## config.mk

```make
export PLATFORM = sky130hd
export DESIGN_NAME = cic2_interp_dsm
export DESIGN_NICKNAME = d
export VERILOG_FILES = /design/src/rtl/cic_pkg.sv /design/src/rtl/dsm1_mod.sv /design/src/rtl/cic2_interp_dsm.sv
export SDC_FILE = /design/constraint.sdc
export NUM_CORES = 1
export LEC_CHECK = 0
export CAP_MARGIN = 15
export CORE_ASPECT_RATIO = 0.6
export CORE_MARGIN = 4
export CORE_UTILIZATION = 25
export DETAILED_ROUTE_END_ITERATION = 6
export PLACE_DENSITY = 0.52
export SKIP_LAST_GASP = 1
export SLEW_MARGIN = 20
export SYNTH_ARGS = -nofsm -noshare
export SYNTH_HDL_FRONTEND = slang
export SYNTH_SLANG_ARGS = --single-unit
```

## constraint.sdc

```tcl
create_clock -name clk_i -period 9.15 [get_ports clk_i]
set_input_delay 1.3725 -clock clk_i [delete_from_list [all_inputs] [get_ports clk_i]]
set_output_delay 1.3725 -clock clk_i [all_outputs]
set_load 0.005 [all_outputs]
```

## src/rtl/cic_pkg.sv

```systemverilog
// Shared CIC helpers: width derivation, accumulator type and dither LFSR constants
// common to the interpolator and the decimator.
package cic_pkg;

  localparam int unsigned LfsrWidth = 15;
  localparam logic [LfsrWidth-1:0] LfsrSeed = 15'h0001;
  // x^15 + x^14 + 1 taps, Fibonacci form shifting towards the MSB
  localparam logic [LfsrWidth-1:0] LfsrTaps = 15'h6000;

  function automatic int unsigned calc_lg_r(int unsigned r);
    return $clog2(r);
  endfunction

  // Two integrator stages grow by lg_r bits each, plus sign and guard bit
  function automatic int unsigned calc_acc_width(int unsigned dw, int unsigned r);
    return dw + 2 * $clog2(r) + 2;
  endfunction

  localparam int unsigned DefaultAccWidth = calc_acc_width(16, 16);
  typedef logic signed [DefaultAccWidth-1:0] acc_t;

endpackage

```

## src/rtl/dsm1_mod.sv

```systemverilog
// First-order 1-bit delta-sigma modulator; ones-density = level_i / 2^data_width.
// Define CIC2_INTERP_DITHER_EN to add an LFSR carry-in that breaks idle tones.
module dsm1_mod
  import cic_pkg::*;
#(
  parameter int unsigned data_width = 16
) (
  input  logic                  clk_i,
  input  logic                  rstn_i,
  input  logic [data_width-1:0] level_i,
  output logic                  dsm_o
);

  logic [data_width-1:0] dacc_q;
  logic [data_width:0]   sum;
  logic                  cin;

`ifdef CIC2_INTERP_DITHER_EN
  logic [LfsrWidth-1:0] lfsr_q;

  always_ff @(posedge clk_i or negedge rstn_i) begin
    if (!rstn_i) begin
      lfsr_q <= LfsrSeed;
    end else begin
      lfsr_q <= {lfsr_q[LfsrWidth-2:0], ^(lfsr_q & LfsrTaps)};
    end
  end

  assign cin = lfsr_q[0];
`else
  assign cin = 1'b0;
`endif

  assign sum = {1'b0, dacc_q} + {1'b0, level_i} + {{data_width{1'b0}}, cin};

  always_ff @(posedge clk_i or negedge rstn_i) begin
    if (!rstn_i) begin
      dacc_q <= '0;
      dsm_o  <= 1'b0;
    end else begin
      dacc_q <= sum[data_width-1:0];
      dsm_o  <= sum[data_width];
    end
  end

endmodule

```

## src/rtl/cic2_interp_dsm.sv

```systemverilog
// 2nd-order CIC interpolator (combs at slot rate, integrators at clk rate) feeding a 1-bit DSM.
// Optional dither inside dsm1_mod is enabled with CIC2_INTERP_DITHER_EN.
module cic2_interp_dsm
  import cic_pkg::*;
#(
  parameter int unsigned data_width    = 16,
  parameter int unsigned interp_factor = 16
) (
  input  logic                  clk_i,
  input  logic                  rstn_i,
  input  logic [data_width-1:0] sample_data_i,
  input  logic                  sample_valid_i,
  output logic                  sample_ready_o,
  output logic                  dsm_data_o,
  output logic                  underrun_o,
  output logic [data_width-1:0] level_o
);

  localparam int unsigned lg_r      = calc_lg_r(interp_factor);
  localparam int unsigned acc_width = calc_acc_width(data_width, interp_factor);

  typedef logic signed [acc_width-1:0] cic_acc_t;

  logic [lg_r-1:0]       phase_q;
  logic                  slot;
  logic [data_width-1:0] x_sel;
  logic [data_width-1:0] x_prev_q;
  logic                  underrun_q;
  cic_acc_t              x_ext, x_prev_ext, d1;
  cic_acc_t              comb1_q, comb2_q;
  cic_acc_t              int_in, int1_q, int2_q;
  logic                  unused_int2;

  // interp_factor is a power of two, so the last phase is all ones
  assign slot           = &phase_q;
  assign sample_ready_o = slot;

  // A missed slot repeats the previous sample, so the comb sees a zero difference
  assign x_sel      = sample_valid_i ? sample_data_i : x_prev_q;
  assign x_ext      = cic_acc_t'(x_sel);
  assign x_prev_ext = cic_acc_t'(x_prev_q);
  assign d1         = x_ext - x_prev_ext;

  // Zero-stuffing: comb output enters the integrators once per slot period
  assign int_in = (phase_q == '0) ? comb2_q : '0;

  always_ff @(posedge clk_i or negedge rstn_i) begin
    if (!rstn_i) begin
      phase_q    <= '0;
      x_prev_q   <= '0;
      comb1_q    <= '0;
      comb2_q    <= '0;
      int1_q     <= '0;
      int2_q     <= '0;
      underrun_q <= 1'b0;
    end else begin
      phase_q    <= phase_q + lg_r'(1);
      underrun_q <= slot & ~sample_valid_i;
      if (slot) begin
        x_prev_q <= x_sel;
        comb1_q  <= d1;
        comb2_q  <= d1 - comb1_q;
      end
      // Modular wrap is intended; it cancels through the combs
      int1_q <= int1_q + int_in;
      int2_q <= int2_q + int1_q;
    end
  end

  // Dividing by R (drop lg_r LSBs) restores unity gain
  assign level_o     = int2_q[lg_r+data_width-1 -: data_width];
  assign unused_int2 = ^{int2_q[acc_width-1:lg_r+data_width], int2_q[lg_r-1:0]};
  assign underrun_o  = underrun_q;

  dsm1_mod #(
    .data_width(data_width)
  ) u_dsm (
    .clk_i  (clk_i),
    .rstn_i (rstn_i),
    .level_i(level_o),
    .dsm_o  (dsm_data_o)
  );

endmodule

```

==> flow_metrics.env <==
export IMPL_outcome="complete, no violations"
export IMPL_cp_start_kind="input pin"
export IMPL_first_pass_iters=5
export IMPL_avgRoutedWirePerCell_um=12.8
export IMPL_synth_area_um2=7960
export IMPL_synth_top_area_frac=0.355
export IMPL_ctsHoldBuffers=0
export IMPL_routed_via_density=4.54
export IMPL_setup_tns_ps=0
export IMPL_grt_pass1_wl_um=29400
export IMPL_dr_first_iter_drc_count=353
export IMPL_initial_core_util=0.254
export IMPL_yosys_area_top_type="dfrtp_1"
export IMPL_placed_cells=1300
export IMPL_hpwl_um=12700
export IMPL_antenna_found_initial=0
export IMPL_gr_total_overflow=0
export IMPL_slew_violations=0
export IMPL_fillers=3293
export IMPL_finalWirelength_um=17000
export IMPL_cts_buffer_depth=2
export IMPL_hold_path_class="reg -> reg"
export IMPL_final_cells=1331
export IMPL_ys_top_cells_by_area="dfrtp_1 36%, ha_1 14%, xnor2_1 4.8%"
export IMPL_period_share=0.613
export IMPL_tritoncts="done"
export IMPL_powerDensity_nw_per_um2=380
export IMPL_cp_max_fo=32
export IMPL_path_clk_slew_ps=50
export IMPL_syn2layout_area_growth_pct=17.5
export IMPL_fmax_mhz=178
export IMPL_grt_usage=0.102
export IMPL_cp_required_ps=9470
export IMPL_pin_count=38
export IMPL_insertion_delay_ps=420
export IMPL_syn_avg_cell_area_um2=9.12
export IMPL_dieArea_um2=34800
export IMPL_rows=50
export IMPL_synth_edf_count=0
export IMPL_grt_max_degree=73
export IMPL_cts_buffers=17
export IMPL_worstMarginPinSlew_ps=970
export IMPL_synth_main_ff_cell="dfrtp_1"
export IMPL_vias=6038
export IMPL_setup_viol=0
export IMPL_grt_pass1_vias=5878
export IMPL_cellLeakagePower_nw=4.26
export IMPL_clock_root_buffer="clkbuf_16"
export IMPL_drc_errors=0
export IMPL_netlist_cell_type_count=70
export IMPL_cts_sink_count=113
export IMPL_n_antenna_cell=0
export IMPL_cts_setup_buffers=0
export IMPL_gp_congestion=0.774
export IMPL_ys_seq_area_frac=0.355
export IMPL_die_h_um=146
export IMPL_worstPathArrival_ps=5930
export IMPL_ant_nets=0
export IMPL_critical_path_class="in -> reg"
export IMPL_rsz0062_at_grt="no"
export IMPL_maxCapViolations=0
export IMPL_skew_ps=6.95
export IMPL_port_buffers=37
export IMPL_slew_headroom=0.353
export IMPL_worstSetupEndpointType="flip-flop"
export IMPL_coreArea_um2=31300
export IMPL_htreeDepth=4
export IMPL_yosys_top_cells_count="113 x dfrtp_1, 89 x ha_1, 89 x nand2_1"
export IMPL_synth_most_common_cell="dfrtp_1"
export IMPL_synth_nets=986
export IMPL_peakVddDrop_mv=0.136
export IMPL_drive_gt1_frac=0.0634
export IMPL_synth_cells=873
export IMPL_synth_seq_cells=113
export IMPL_ys_warn_count=0
export IMPL_nets=1016
export IMPL_die_w_um=238
export IMPL_finalCriticalPeriod_ps=5610
export IMPL_async_flop_share=1.00
export IMPL_hold_viol=0
export IMPL_cts_resized=0
[final cells by class]
type,instances,area [um^2],area share
multi-input cells,662,4700,0.503
flip-flops and latches,113,2830,0.302
well taps,416,520,0.0557
clock buffers,20,457,0.0488
repair buffers,42,405,0.0434
inverters,67,251,0.0269
clock inverters,11,185,0.0198
[stage by stage]
stage | hold WS (ps) | util | setup WS, ps | total power, mW | cell area [um^2]
floorplan | 440 | - | 4230 | 2.41 | 7960
global placement | 453 | 0.278 | 3260 | 2.80 | 8710
detailed placement | 461 | 0.278 | 3190 | 2.83 | 8710
CTS | 473 | 0.299 | 3580 | 3.59 | 9350
global route | 500 | 0.299 | 3310 | 3.89 | 9350
finish | 469 | 0.299 | 3540 | 3.56 | 9350
[registers in the layout (all words and copies together), names as in the netlist, 4 cells and up]
register,flops
int1_q,20
x_prev_q,16
comb2_q,18
phase_q,4
int2_q,20
comb1_q,17
u_dsm.dacc_q,16
[critical path, stage by stage]
cell,delay [ps]
clkdlybuf4s50_1,450
buf_4,280
mux2i_1,270
ha_1,200
inv_1,60
fa_1,420
a211o_1,290
a21oi_1,210
o21a_1,200
or2_1,150
o21ai_1,90
xor2_1,170
ha_1,350
nand3_1,160
o221ai_1,180
a31oi_1,240
o21ai_1,120
a41o_1,300
o21a_1,190
o31ai_1,210
[power by group]
group | internal [mW] | total, mW | switching, mW | leakage (nW)
logic | 0.908 | 1.97 | 1.07 | 2.62
registers | 0.728 | 0.848 | 0.120 | 1.32
clock network | 0.494 | 0.734 | 0.240 | 0.312
total | 2.13 | 3.56 | 1.43 | 4.26
[layer usage]
layer | GRT usage | part of all wire | vias to the layer above
met3 | 0.0262 | 0.028 | 15
met4 | 0.0244 | 0.0099 | 0
met2 | 0.142 | 0.40 | 53
li1 | - | - | 3134
met1 | 0.156 | 0.56 | 2836
met5 | 0 | 0 | -
[final timing paths]
check,from,to,slack [ps],depth (start not counted)
worst max-delay path,sample_valid_i,comb2_q[15],3540,20
worst min-delay path,int2_q[0],int2_q[0],470,1
worst max register to register,x_prev_q[1],comb2_q[15],4930,18
worst min register to register,int2_q[0],int2_q[0],470,1
max in group asynchronous,rstn_i,comb1_q[0],6810,2
min in group asynchronous,rstn_i,u_dsm.dsm_o,940,1
[cell families after synthesis]
group / count (synthesis) / share of synthesized area
compound gates: 267 / 0.218
mux: 8 / 0.0115
xor+xnor: 68 / 0.0748
flops: 113 / 0.355
buf+inv: 98 / 0.0538
fa+ha+maj: 94 / 0.152
simple gates: 225 / 0.134
[cell usage in the layout, fill, tap and decap left out, types with 24 or more instances in the layout]
cell type / instances
inv_1: 66
a21o_1: 26
a21oi_1: 56
nand2_1: 89
xor2_1: 24
xnor2_1: 44
nor2_1: 45
ha_1: 89
o21ai_0: 74
dfrtp_1: 113
clkdlybuf4s50_1: 36
Power figures use the tool's default switching activity.
